[src/rtl/collision_detector_pkg.sv]
// meikyuu_pkg: VGA 640x480 timing constants, active-window bounds and the
// collision detector state encoding shared across the maze video pipeline.
package meikyuu_pkg;

  localparam int H_SYNC   = 96;
  localparam int H_BP     = 48;
  localparam int H_ACTIVE = 640;
  localparam int H_FP     = 16;
  localparam int V_SYNC   = 2;
  localparam int V_BP     = 33;
  localparam int V_ACTIVE = 480;
  localparam int V_FP     = 10;

  localparam int H_PERIOD = H_SYNC + H_BP + H_ACTIVE + H_FP;
  localparam int V_PERIOD = V_SYNC + V_BP + V_ACTIVE + V_FP;

  localparam logic [9:0] H_ACT_FIRST = 10'(H_SYNC + H_BP);
  localparam logic [9:0] H_ACT_LAST  = 10'(H_SYNC + H_BP + H_ACTIVE - 1);
  localparam logic [9:0] V_ACT_FIRST = 10'(V_SYNC + V_BP);
  localparam logic [9:0] V_ACT_LAST  = 10'(V_SYNC + V_BP + V_ACTIVE - 1);

  typedef enum logic [1:0] {
    WAIT_FRAME = 2'd0,
    SCAN       = 2'd1,
    COMMIT     = 2'd2
  } state_t;

  function automatic logic in_active(input logic [9:0] h, input logic [9:0] v);
    return (h >= H_ACT_FIRST) && (h <= H_ACT_LAST) &&
           (v >= V_ACT_FIRST) && (v <= V_ACT_LAST);
  endfunction

endpackage

[src/rtl/collision_detector_if.sv]
// collision_detector_if: pixel-stream inputs and per-frame collision results.
interface collision_detector_if;

  logic [9:0] h_counter;
  logic [9:0] v_counter;
  logic       player_pixel;
  logic       wall_pixel;
  logic       collision;
  logic       frame_done;
  logic [7:0] hit_count;

  modport master (
    output h_counter, v_counter, player_pixel, wall_pixel,
    input  collision, frame_done, hit_count
  );

  modport slave (
    input  h_counter, v_counter, player_pixel, wall_pixel,
    output collision, frame_done, hit_count
  );

endinterface

[src/rtl/collision_detector_sat_counter8.sv]
// sat_counter8: 8-bit counter that saturates at 255 with a synchronous clear.
// count_inc is the stored value plus the pending increment, before any clear.
module sat_counter8 (
  input  logic       clk,
  input  logic       rst,
  input  logic       clr,
  input  logic       inc,
  output logic [7:0] count_inc
);

  logic [7:0] count_r;

  // Saturating add of the pending increment onto the stored count
  always_comb begin
    count_inc = count_r;
    if (inc && (count_r != 8'hFF)) begin
      count_inc = count_r + 8'd1;
    end else begin
      count_inc = count_r;
    end
  end

  // Count register; clear wins over increment
  always_ff @(posedge clk or posedge rst) begin
    if (rst) begin
      count_r <= 8'd0;
    end else if (clr) begin
      count_r <= 8'd0;
    end else begin
      count_r <= count_inc;
    end
  end

endmodule

[src/rtl/collision_detector.sv]
// collision_detector: counts player/wall overlap pixels per VGA frame and flags a
// collision for the next frame. Define COLLISION_HITCOUNT_EN to expose hit_count.
module collision_detector
  import meikyuu_pkg::*;
#(
  parameter int H_TOTAL  = H_PERIOD,
  parameter int V_TOTAL  = V_PERIOD,
  parameter int MIN_HITS = 1
) (
  input logic                 CLOCK_25,
  input logic                 reset,
  collision_detector_if.slave bus
);

  localparam logic [10:0] H_TOTAL_W  = 11'(H_TOTAL);
  localparam logic [10:0] V_TOTAL_W  = 11'(V_TOTAL);
  localparam logic [9:0]  H_LAST     = 10'(H_TOTAL - 1);
  localparam logic [9:0]  V_LAST     = 10'(V_TOTAL - 1);
  localparam logic [7:0]  MIN_HITS_W = 8'(MIN_HITS);

  state_t     state_r;
  state_t     next_state_s;
  logic       in_range_s;
  logic       first_pixel_s;
  logic       last_pixel_s;
  logic       overlap_s;
  logic       count_en_s;
  logic       commit_s;
  logic [7:0] frame_count_s;
  logic       collision_r;
  logic       frame_done_r;

  assign in_range_s    = ({1'b0, bus.h_counter} < H_TOTAL_W) &&
                         ({1'b0, bus.v_counter} < V_TOTAL_W);
  assign first_pixel_s = (bus.h_counter == 10'd0) && (bus.v_counter == 10'd0);
  assign last_pixel_s  = in_range_s && (bus.h_counter == H_LAST) &&
                         (bus.v_counter == V_LAST);
  assign overlap_s     = in_range_s && in_active(bus.h_counter, bus.v_counter) &&
                         bus.player_pixel && bus.wall_pixel;
  assign count_en_s    = overlap_s && (state_r != WAIT_FRAME);
  // The frame result is taken on the last pixel so it is visible in the COMMIT cycle
  assign commit_s      = (state_r == SCAN) && last_pixel_s;

  sat_counter8 u_hits (
    .clk       (CLOCK_25),
    .rst       (reset),
    .clr       (commit_s),
    .inc       (count_en_s),
    .count_inc (frame_count_s)
  );

  // FSM state register
  always_ff @(posedge CLOCK_25 or posedge reset) begin
    if (reset) begin
      state_r <= WAIT_FRAME;
    end else begin
      state_r <= next_state_s;
    end
  end

  // FSM next-state logic
  always_comb begin
    next_state_s = state_r;
    case (state_r)
      WAIT_FRAME: begin
        if (first_pixel_s) next_state_s = SCAN;
        else               next_state_s = WAIT_FRAME;
      end
      SCAN: begin
        if (last_pixel_s) next_state_s = COMMIT;
        else              next_state_s = SCAN;
      end
      COMMIT:  next_state_s = SCAN;
      default: next_state_s = WAIT_FRAME;
    endcase
  end

  // Frame result registers, held until the next commit
  always_ff @(posedge CLOCK_25 or posedge reset) begin
    if (reset) begin
      collision_r  <= 1'b0;
      frame_done_r <= 1'b0;
    end else begin
      frame_done_r <= commit_s;
      if (commit_s) begin
        collision_r <= (frame_count_s >= MIN_HITS_W);
      end else begin
        collision_r <= collision_r;
      end
    end
  end

  assign bus.collision  = collision_r;
  assign bus.frame_done = frame_done_r;

`ifdef COLLISION_HITCOUNT_EN
  logic [7:0] hit_count_r;

  // Committed overlap count
  always_ff @(posedge CLOCK_25 or posedge reset) begin
    if (reset) begin
      hit_count_r <= 8'd0;
    end else if (commit_s) begin
      hit_count_r <= frame_count_s;
    end else begin
      hit_count_r <= hit_count_r;
    end
  end

  assign bus.hit_count = hit_count_r;
`else
  assign bus.hit_count = 8'd0;
`endif

endmodule
[src/flat_wrapper.sv]
// flat-port wrapper written by rule: the top's interface ports become plain ports
module collision_detector_flat import meikyuu_pkg::*;
#(
  parameter int H_TOTAL  = H_PERIOD,
  parameter int V_TOTAL  = V_PERIOD,
  parameter int MIN_HITS = 1
)
  (CLOCK_25, reset, bus_h_counter, bus_v_counter, bus_player_pixel, bus_wall_pixel, bus_collision, bus_frame_done, bus_hit_count);
  collision_detector_if bus_i ();
  input logic CLOCK_25;
  input logic reset;
  input wire logic [$bits(bus_i.h_counter)-1:0] bus_h_counter;
  input wire logic [$bits(bus_i.v_counter)-1:0] bus_v_counter;
  input wire logic [$bits(bus_i.player_pixel)-1:0] bus_player_pixel;
  input wire logic [$bits(bus_i.wall_pixel)-1:0] bus_wall_pixel;
  output wire logic [$bits(bus_i.collision)-1:0] bus_collision;
  output wire logic [$bits(bus_i.frame_done)-1:0] bus_frame_done;
  output wire logic [$bits(bus_i.hit_count)-1:0] bus_hit_count;
  assign bus_i.h_counter = bus_h_counter;
  assign bus_i.v_counter = bus_v_counter;
  assign bus_i.player_pixel = bus_player_pixel;
  assign bus_i.wall_pixel = bus_wall_pixel;
  assign bus_collision = bus_i.collision;
  assign bus_frame_done = bus_i.frame_done;
  assign bus_hit_count = bus_i.hit_count;
  collision_detector #(.H_TOTAL(H_TOTAL), .V_TOTAL(V_TOTAL), .MIN_HITS(MIN_HITS)) u_core (.CLOCK_25(CLOCK_25), .reset(reset), .bus(bus_i));
endmodule
[config.mk]
export PLATFORM = sky130hd
export DESIGN_NAME = collision_detector_flat
export DESIGN_NICKNAME = d
export VERILOG_FILES = /design/src/rtl/collision_detector_pkg.sv /design/src/rtl/collision_detector_if.sv /design/src/rtl/collision_detector_sat_counter8.sv /design/src/rtl/collision_detector.sv /design/src/flat_wrapper.sv
export SDC_FILE = /design/constraint.sdc
export NUM_CORES = 1
export LEC_CHECK = 0
export CELL_PAD_IN_SITES_DETAIL_PLACEMENT = 1
export CELL_PAD_IN_SITES_GLOBAL_PLACEMENT = 1
export CORE_AREA = 8 8 56 58
export DETAILED_ROUTE_END_ITERATION = 8
export DIE_AREA = 0 0 64 66
export DONT_BUFFER_PORTS = 1
export PLACE_DENSITY_LB_ADDON = 0.1
export SLEW_MARGIN = 20
export SYNTH_ARGS = -nofsm -noshare
export SYNTH_HDL_FRONTEND = slang
export SYNTH_HIERARCHICAL = 1
export SYNTH_SLANG_ARGS = --single-unit
export TNS_END_PERCENT = 100
[constraint.sdc]
create_clock -name CLOCK_25 -period 2.8 [get_ports CLOCK_25]
set_input_delay 0.56 -clock CLOCK_25 [delete_from_list [all_inputs] [get_ports CLOCK_25]]
set_output_delay 0.56 -clock CLOCK_25 [all_outputs]
set_load 0.02 [all_outputs]
**Yosys cells after proc, flatten, opt, wreduce, memory -nomap -nowiden**

Cells that the tools add are included.
W data, S select, Z words.

- Register bits after elaboration: 12
- Memory bits (writable): 0
- Bits in latches: 0
- Logic and storage cells: 39
- Bits in read-only memories: 0
- Memories kept: 0
- Output and inout port bits: 10
- Input port bits: 24

- $lt $le $gt $ge: 7
- Multipliers: 0
- Add/subtract/negate cells: 1
- Bitwise logic cells: 0
- Shifts and indexed selects: 0
- Reductions and logical operators: 17
- Div/mod/pow operators: 0
- Eq/ne operators: 5
- Mux-type cells: 5

Operators with widths:

| kind | count |
|---|---|
| $eq A10 B10 Y1 const B | 2 |
| $le A10 B10 Y1 const B | 2 |
| $logic_not A10 Y1 | 2 |
| $lt A10 B10 Y1 const B | 2 |
| $mux W8 | 2 |
| $logic_and A1 B1 Y1 | 13 |
| $ge A10 B6 Y1 const B | 1 |
| $ge A10 B8 Y1 const B | 1 |
| $add A8 B1 Y8 const B | 1 |
| $ge A8 B1 Y1 const B | 1 |
| $ne A8 B8 Y1 const B | 1 |
| $pmux W2 S3 | 1 |
| $eq A2 B1 Y1 const B | 1 |
| $eq A2 B2 Y1 const B | 1 |
| $logic_not A2 Y1 | 1 |
| $mux W2 | 1 |
| $reduce_bool A2 Y1 | 1 |
| $mux W1 | 1 |

**Longest topological paths before layout**

- Word-level depth: 11
- Mapped depth: 10
- Gate-level depth less buffers: 10

**By module**

The synthesis kept the hierarchy.

Modules (own cells, without submodules):

| module | cells an instance | seq. area each (µm²) | area each (µm²) | times used |
|---|---|---|---|---|
| sat_counter8 | 56 | 200.2 | 613.1 | 1 |
| collision_detector | 47 | 75.1 | 360.3 | 1 |

**Worst setup path before layout**

Ideal clock, no wire load.

- Kind: in2reg
- Start point: in bus_v_counter[1]
- End point: reg u_core.collision_r (netlist: u_core/bus.collision)
- Setup time: 0.128 ns
- Path slack: -0.306 ns
- Data required time: 2.672 ns
- Buffers on the path: 0
- Stages: 9
- Arrival time: 2.979 ns
- Path through: a2111oi_0 > nand4_1 > a211oi_1 > nand4_4 > a2111oi_2 > a21oi_1 > nor4_1 > nand2_1 > mux2_1

- Longest elaborated chain between the ends: 10
- Elaborated cells on any way between the ends: 17
- Those cells by class: 4 x order compare; 1 x eq/ne; 1 x mux; 11 x reduce/logical

Ends and longest elaborated chain:

| item | RTL line | RTL |
|---|---|---|
| start: declaration | flat_wrapper.sv:13 | `input wire logic [$bits(bus_i.v_counter)-1:0] bus_v_counter;` |
| $ge A10 B6 Y1 | collision_detector_pkg.sv:30 | `(v >= V_ACT_FIRST) && (v <= V_ACT_LAST);` |
| $logic_and A1 B1 Y1 | collision_detector_pkg.sv:29 | `return (h >= H_ACT_FIRST) && (h <= H_ACT_LAST) &&` |
| $logic_and A1 B1 Y1 | collision_detector_pkg.sv:30 |  |
| $logic_and A1 B1 Y1 (*) (2 in a row) | collision_detector.sv:38 | `assign overlap_s = in_range_s && in_active(bus.h_counter, bus.v_counter) &&` |
| $logic_and A1 B1 Y1 (*) | collision_detector.sv:39 | `bus.player_pixel && bus.wall_pixel;` |
| $logic_and A1 B1 Y1 (*) | collision_detector.sv:40 | `assign count_en_s = overlap_s && (state_r != WAIT_FRAME);` |
| net u_core.count_en_s | collision_detector.sv:27 | `logic count_en_s;` |
| $logic_and A1 B1 Y1 (*) | collision_detector_sat_counter8.sv:16 | `if (inc && (count_r != 8'hFF)) begin` |
| $mux W8 (*) | collision_detector_sat_counter8.sv:16 |  |
| net u_core.frame_count_s[7] | collision_detector.sv:29 | `logic [7:0] frame_count_s;` |
| $ge A8 B1 Y1 (*) | collision_detector.sv:86 | `collision_r <= (frame_count_s >= MIN_HITS_W);` |
| end signal: assignment | collision_detector.sv:86 |  |
| end signal: assignment | collision_detector.sv:88 | `collision_r <= collision_r;` |
| end: declaration | collision_detector.sv:30 | `logic collision_r;` |

Mark *: on every way through the listed nets, which the timed path passes. The rest lies on a longest branch.
A chain may end at the register's enable or synchronous reset.

**Final worst setup path**

Same ends and word-level chain as after synthesis.

==> flow_summary.toml <==
[synth]
synth_compound_area_share_pct = 19.3
synth_area_sq_um = 973
syn_inst = 103
synth_top_family_by_area = "simple AND/OR/NAND/NOR gates"
ys_warn_count = 6
syn_avg_cell_area_sq_um = 9.45
synth.distinct_cells = 42
ys.flop_type = "dfrtp_1"
synthAdderAreaFrac_pct = 1.29
yosys.area_share.simple_pct = 29.6
ys_ff_latch = 11
seq_area_frac_synth_pct = 28.3
synth_edf_count = 0
synth-xor-area-share_pct = 3.60
synthArstFlopShare_pct = 100
synthMuxAreaShare_pct = 8.35

[sta]
rsz0062_at_grt = "false"
finalHoldViolCount = 0
finClkSkew_ps = 6.06
fin_crit_sh_pct = 93.6
final.min_clock_period_ps = 2620
setup_ws_ps = 180
fin_tns_setup_ps = 0
whs_ps = 27.2
fmax_ghz = 0.382
drv_slew = 0
setup_viol = 0

[global_route]
grt.total_usage_pct = 13.1
grt_overflow = 0
grt_start_max_net_pins = 16
antenna_found_initial = 0
grt_pass1_wl_mm = 4.36
grt_pass1_vias = 937

[placement]
pre_cts_ws_ps = -171
dp.cells = 140
port_buffers = 0
place_area_sq_um = 1070
place.gp.congestion = 0.768
dp_hpwl_mm = 2.08

[die]
ios = 34
die-height_um = 66
start_util_pct = 42.0
num_rows = 18
dieArea_sq_um = 4220
design.core.area_sq_um = 2320
die_w_um = 64

[detailed_routing]
postRouteAntennaNets = 0
wirelength_mm = 2.53
routedWlPerCell_um = 17.5
vias_per_cell = 5.67
drc_errors = 0
firstDrtPassIters = 4
drtIter0Drc = 7
num_vias = 816

[critical_path]
cp_slowest_cell = "a2111oi_2"
max_stage_delay_ps = 390
path_max_fanout = 4
cp-start-kind = "input pin"
crit_type = "in2reg"
critical_path_arrival_ps = 2780
endpoint_kind = "register"
worstPathCellList = "a2111oi_2 -> nand4_1 -> a211oi_4 -> and3_2 -> nor4b_2 -> a21oi_1 -> nor4_1 -> nand2_1 -> mux2_1"
worstPathRequired_ps = 2960

[finish]
multi_input_area_sq_um = 666
antenna_cells_inserted = 0
layout_common_cells = "dfrtp_1, buf_4, conb_1"
layout_commonest_cell = "dfrtp_1"
final_cells = 144
n_fill_cell = 281
final_area_sq_um = 1100
seq_area_sq_um = 275
final_core_util_pct = 47.4
fin_nets = 140
drive_gt1_share_pct = 27.2
syn_to_final_growth_pct = 12.9

[clock_tree]
hold_buffers = 0
clk_pin_slew_ps = 70
htreeDepth = 1
cts_setup_buffers = 0
cts_tree = "yes"
clk_path_buf_depth = 2
root_buffer = "clkbuf_4"
cts_resized = 0
numCtsBuffers = 3
insertion_delay_ps = 270
cts_sinks = 11

[power_and_ir_drop]
power_uw = 552
vdd_drop_max_uv = 282
cellPowerDensity_nw_per_um2 = 502
power_leakage_nw = 0.448

[run]
maxCapViolCount = 0

[outcome]
status = "complete, no violations"

[min_path]
hp-class = "in2async"
critical path, delay by kind of cell:
| family | cells | cell delay (ps) |
|---|---|---|
| multiplexers | 1 | 290 |
| AO/OA/AOI/OAI | 3 | 800 |
| AND/OR/NAND/NOR | 5 | 1130 |
kinds of logic (layout without fill, tap and decap cells):
group                      Yosys count  after routing
other                                1              8
muxes                                6              6
DFF                                 11             11
xor gates and xnor gates             4              4
and+or+nand+nor                     42             42
AOI/OAI and AO/OA                   22             22
adders and majority gates            1              1
buffers and inverters               16             20
final cells by class:
class                           instances  share of cell area (%)
Tap cell                               30                    3.42
Multi-Input combinational cell         83                    60.6
Inverter                                7                    2.39
Clock buffer                            4                    2.39
Sequential cell                        11                    25.1
Timing Repair Buffer                    9                    6.15
cell usage after synthesis (2+ instances only):
| library cell | number | share of area [%] |
|---|---|---|
| dfrtp_1 | 11 | 28 |
| buf_4 | 8 | 6.2 |
| inv_1 | 7 | 2.7 |
| nand2_1 | 6 | 2.3 |
| a21oi_1 | 5 | 2.6 |
| nand2b_1 | 5 | 3.2 |
| nor2_1 | 5 | 1.9 |
| nor4_1 | 5 | 3.2 |
| mux2_4 | 4 | 6.2 |
| nand4_1 | 4 | 2.6 |
| xor2_1 | 4 | 3.6 |
| a211oi_1 | 3 | 2.3 |
| nor2b_1 | 3 | 1.9 |
| nor3_1 | 3 | 1.5 |
| nand3_1 | 2 | 1.0 |
| o21ai_0 | 2 | 1.0 |
state kept, by name, indices dropped and copies added (netlist names):
| name | count |
|---|---|
| u_core/u_hits/count_r | 8 |
| u_core/bus.frame_done | 1 |
| u_core/state_r | 1 |
| u_core/bus.collision | 1 |
power by group:
group,switching [mW],internal (mW),leakage (nW),total (mW)
clock,0.0551,0.0552,0.0150,0.110
sequential,0.0659,0.188,0.132,0.254
combinational,0.0959,0.0917,0.302,0.188
per-layer routing:
layer / vias up / track usage (%) / wire (um)
li1: 388 / - / -
met1: 390 / 13.2 / 967
met2: 31 / 23.8 / 1300
met3: 7 / 2.88 / 169
met4: 0 / 8.91 / 86
met5: - / 0 / 0
path summary, 6_finish.rpt:
kind | start | endpoint | slack (ps) | cells after the start
max | bus_v_counter[1] | u_core/bus.collision | 180 | 9
min | reset | u_core/bus.frame_done | 30 | 1
max reg2reg | u_core/bus.frame_done | u_core/bus.collision | 370 | 8
min reg2reg | u_core/state_r[0] | u_core/state_r[0] | 600 | 1
max in group asynchronous | reset | u_core/u_hits/count_r[3] | 2390 | 1
min in group CLOCK_25 | bus_v_counter[2] | u_core/state_r[0] | 520 | 3
Power figures use the tool's default switching activity.
